## config.mk

```make
export PLATFORM = sky130hd
export DESIGN_NAME = mux2_arbiter
export DESIGN_NICKNAME = d
export VERILOG_FILES = /design/src/rtl/mux2_arbiter.sv
export SDC_FILE = /design/constraint.sdc
export NUM_CORES = 1
export LEC_CHECK = 0
export CORE_ASPECT_RATIO = 0.9
export CORE_MARGIN = 2
export CORE_UTILIZATION = 25
export DETAILED_ROUTE_END_ITERATION = 12
export GPL_TIMING_DRIVEN = 1
export SYNTH_ARGS = -nofsm -noshare
export SYNTH_HDL_FRONTEND = slang
export SYNTH_SLANG_ARGS = --single-unit
export TNS_END_PERCENT = 10
```

## constraint.sdc

```tcl
create_clock -name clk -period 3.5 [get_ports clk]
set_clock_uncertainty 0.15 [all_clocks]
set_input_delay 0.875 -clock clk [delete_from_list [all_inputs] [get_ports clk]]
set_output_delay 0.875 -clock clk [all_outputs]
set_load 0.05 [all_outputs]
```

## src/rtl/mux2_arbiter.sv

```systemverilog
// Round-robin arbiter for two requesters sharing one 2:1 mux datapath.
// Grants are registered; the selected data is registered one cycle later onto M.
module mux2_arbiter #(
    parameter int WIDTH    = 8,
    parameter int MAX_HOLD = 4
) (
    input  logic             clk,
    input  logic             reset,
    input  logic             req0,
    input  logic             req1,
    input  logic [WIDTH-1:0] X,
    input  logic [WIDTH-1:0] Y,
    output logic             S,
    output logic             gnt0,
    output logic             gnt1,
    output logic [WIDTH-1:0] M,
    output logic             valid
);

    localparam int HOLD_W = (MAX_HOLD > 1) ? $clog2(MAX_HOLD) : 1;
    localparam logic [HOLD_W-1:0] HOLD_MAX = HOLD_W'(MAX_HOLD - 1);

    typedef enum logic [1:0] {
        IDLE = 2'd0,
        GNT0 = 2'd1,
        GNT1 = 2'd2
    } state_t;

    state_t              state_q, state_d;
    logic [HOLD_W-1:0]   hold_q, hold_d;
    logic                last_q, last_d;
    logic                s_q, s_d;
    logic                gnt0_q, gnt0_d;
    logic                gnt1_q, gnt1_d;
    logic [WIDTH-1:0]    m_q, m_d;
    logic                valid_q, valid_d;

    logic                own_req;
    logic                oth_req;
    state_t              oth_state;

    always_comb begin
        own_req   = 1'b0;
        oth_req   = 1'b0;
        oth_state = IDLE;
        unique case (state_q)
            GNT0: begin
                own_req   = req0;
                oth_req   = req1;
                oth_state = GNT1;
            end
            GNT1: begin
                own_req   = req1;
                oth_req   = req0;
                oth_state = GNT0;
            end
            default: begin
                own_req   = 1'b0;
                oth_req   = 1'b0;
                oth_state = IDLE;
            end
        endcase
    end

    always_comb begin
        state_d = state_q;
        hold_d  = hold_q;
        last_d  = last_q;
        unique case (state_q)
            IDLE: begin
                hold_d = '0;
                if (req0 && req1) begin
                    // Tie goes to the side that was not served last.
                    state_d = last_q ? GNT0 : GNT1;
                end else if (req0) begin
                    state_d = GNT0;
                end else if (req1) begin
                    state_d = GNT1;
                end
            end
            GNT0, GNT1: begin
                if (!own_req) begin
                    state_d = oth_req ? oth_state : IDLE;
                    hold_d  = '0;
                    last_d  = (state_q == GNT1);
                end else if (oth_req && hold_q == HOLD_MAX) begin
                    state_d = oth_state;
                    hold_d  = '0;
                    last_d  = (state_q == GNT1);
                end else if (hold_q != HOLD_MAX) begin
                    hold_d  = hold_q + 1'b1;
                end
            end
            default: begin
                state_d = IDLE;
                hold_d  = '0;
            end
        endcase
    end

    always_comb begin
        gnt0_d  = (state_d == GNT0);
        gnt1_d  = (state_d == GNT1);
        s_d     = (state_d == GNT1);
        valid_d = gnt0_q | gnt1_q;
        m_d     = m_q;
        if (gnt0_q | gnt1_q) begin
            m_d = s_q ? Y : X;
        end
    end

    always_ff @(posedge clk) begin
        if (reset) begin
            state_q <= IDLE;
            hold_q  <= '0;
            last_q  <= 1'b1;
            s_q     <= 1'b0;
            gnt0_q  <= 1'b0;
            gnt1_q  <= 1'b0;
            m_q     <= '0;
            valid_q <= 1'b0;
        end else begin
            state_q <= state_d;
            hold_q  <= hold_d;
            last_q  <= last_d;
            s_q     <= s_d;
            gnt0_q  <= gnt0_d;
            gnt1_q  <= gnt1_d;
            m_q     <= m_d;
            valid_q <= valid_d;
        end
    end

    assign S     = s_q;
    assign gnt0  = gnt0_q;
    assign gnt1  = gnt1_q;
    assign M     = m_q;
    assign valid = valid_q;

endmodule

```

==> results.cfg <==
[status]
status = complete, no violations

[hold_path]
hold_path_startpoint = last_q
worstHoldPathType = reg -> reg
timing.hold.worst_path_depth = 1
min_to = last_q

[synthesis]
asr_flop_ratio_synth = 0
syn-instance-count = 100
synth_area_per_cell_um2 = 8.86
ys_seq_area_frac = 0.362
synth_area_leaders = sky130_fd_sc_hd__dfxtp_1, sky130_fd_sc_hd__mux2i_1, sky130_fd_sc_hd__nor2_1, sky130_fd_sc_hd__ha_1, sky130_fd_sc_hd__a21oi_1
post-synth-top-area-fraction = 0.362
synth.yosys.warnings = 0
synth-edff-count = 0
netlist.top_cell.by_area = sky130_fd_sc_hd__dfxtp_1
yosys_register_bits = 16
synth.cell_area_um2 = 886
synth_top_flop_cell = sky130_fd_sc_hd__dfxtp_1
synthDistinctLibCells = 27
synth_fp_nets = 125

[clocking]
ctsHtreeMaxLevel = 1
cts-root-to-sink-buffers = 2
root_buffer = sky130_fd_sc_hd__clkbuf_8
tritoncts_clock_tree = done
cts.clk_slew.worst_paths_ps = 60
number_of_setup_buffers_added_after_cts = 0
post_cts.resized_instances = 0
numClockSinks = 16
clk_latency_ps = 250
cts_bufs_inserted = 3
ctsHoldBuffers = 0

[power_and_ir_drop]
power.ir.vdd_worst_uv = 119
p_per_area_nw_per_um2 = 509
power.static_leakage_nw = 0.479

[die]
initial_utilization = 0.262
fp.dieW_um = 66.7
ios = 32
die-area_um2 = 4040
core_area_um2 = 3380
die_height_um = 60.5
row_count = 20

[layout]
area_growth_pct = 43.8
antenna_cells = 0
drive_gt1_frac = 0.0930
finalNetCount = 155
multi_input_comb_area_um2 = 510
layout.area.seq_um2 = 320
fill_cells = 350
mostFrequentLayoutCells = sky130_fd_sc_hd__clkdlybuf4s50_1, sky130_fd_sc_hd__nor2_1, sky130_fd_sc_hd__dfxtp_1
mostFrequentLayoutCell = sky130_fd_sc_hd__clkdlybuf4s50_1

[placement]
place_congestion = 0.917
placed_wire_length_estimate_mm = 1.47
pre_cts_setup_slack_ps = 793
numPortBuffers = 31

[setup_path]
crit_path_top_delay_cell = sky130_fd_sc_hd__clkdlybuf4s50_1
cp_slowest_stage_delay_ps = 840
cp_data_required_time_ps = 2470
cp_data_arrival_time_ps = 1610
reg2reg_depth = 6
reg2reg_from = state_q[0]
timing.critical_path.to_type = output port
worstPathMaxFanout = 19
critical_path.reg2reg.endpoint = gnt1
crit_path_start_kind = register
path_delay_family = buffers and inverters
setup.worst_path.class = reg -> out
crit_chain = buf_4 -> clkdlybuf4s50_1
reg2reg_slack_ps = 1280
critPathBufInv = 2

[grt]
use_met1 = 0.128
number_of_global_route_vias_before_repair = 710
grt_remaining_overflow = 0
grt_pass1_wl_mm = 3.08
global_route.peak_usage_layer = met2
grt_start_max_net_pins = 20
grt_util_all_layers = 0.101
number_of_antenna_violations_at_the_first_check_in_global_routing = 0
groute.layer.met3.usage = 0
met2_usage = 0.176

[timing]
fin_ws_ps = 870
slew_violations = 0
grt_setup_unrepaired = false
setup_viol_count_final = 0
worst_pin_slew_ps = 575
fmax_ghz = 0.380
timing.final.crit_period_ps = 2630
fin_hold_ws_ps = 333
hold_viol = 0
layout_worst_path_cycle_share = 0.752
setup_total_negative_slack_ps = 0
worst_slew_margin_rel = 0.616

[detailed_routing]
route.detailed.wl_per_inst_um = 12.1
route.antenna.remaining_nets = 0
detailedRoute.firstIterationViolations = 30
post-route-drc-count = 0
route.vias.total = 796
wl_mm = 2.09
post_drt_via_cell_ratio = 4.60
dr.pass1.iters = 4

[flow_run]
maximum_capacitance_violations = 0
[flip-flops by register name (all words and copies together) (netlist names)]
name,cells
M,8
hold_q,2
state_q,2
gnt0,1
gnt1,1
last_q,1
valid,1
[routing by layer]
layer | wire length, um | vias to the layer above
met2 | 1120 | 17
met4 | 6 | 0
met3 | 49 | 4
met1 | 917 | 372
li1 | - | 403
met5 | 0 | -
[through the flow]
step                      cell area, um^2  utilization  std cells  power, W
after global placement               1220        0.361        169  0.000481
after detailed placement             1220        0.361        169  0.000485
final                                1270        0.377        173  0.000648
after floorplan                       886            -        100  0.000405
after global routing                 1270        0.377        173  0.000683
after CTS                            1270        0.377        173  0.000656
[worst max path at each step]
stage / depth (start not counted) / to / from
after floorplan: 5 / gnt1 / req0
after global placement: 5 / gnt1 / req0
after detailed placement: 5 / gnt1 / req0
after CTS: 2 / gnt1 / gnt1
after global routing: 2 / S / gnt1
final: 2 / gnt1 / gnt1
[power breakdown]
group	switching, W	total (W)	leakage [nW]	internal [W]
sequential	0.0000153	0.000223	0.131	0.000208
clock	0.0000642	0.000164	0.0288	0.0000998
combinational	0.000155	0.000261	0.320	0.000106
[synth_stat cells (2+ instances only)]
library cell               count
sky130_fd_sc_hd__buf_2         2
sky130_fd_sc_hd__dfxtp_1      16
sky130_fd_sc_hd__buf_4         2
sky130_fd_sc_hd__nor3_1        2
sky130_fd_sc_hd__nor2_1       21
sky130_fd_sc_hd__ha_1          5
sky130_fd_sc_hd__nand3_1       3
sky130_fd_sc_hd__nor4b_1       2
sky130_fd_sc_hd__or3b_1        2
sky130_fd_sc_hd__clkbuf_1      3
sky130_fd_sc_hd__o22ai_1       2
sky130_fd_sc_hd__a221oi_2      2
sky130_fd_sc_hd__inv_1         2
sky130_fd_sc_hd__o21ai_0       2
sky130_fd_sc_hd__mux2i_1       9
sky130_fd_sc_hd__a21oi_1      11
sky130_fd_sc_hd__nand2_1       4
[layout make-up]
class,count,area share
flip-flops and latches,16,0.251
multi-input cells,74,0.401
clock buffers,4,0.0432
well taps,44,0.0432
repair buffers,33,0.255
inverters,2,0.00589
[kinds of logic after synthesis]
logic type                 Yosys count  share of synthesized area
AOI/OAI and AO/OA                   22                      0.192
xor gates and xnor gates             1                    0.00989
adders and majority gates            5                     0.0706
buffers and inverters               10                     0.0621
DFF                                 16                      0.362
muxes                                9                      0.102
and+or+nand+nor                     37                      0.202
(Power assumes the default switching activity.)
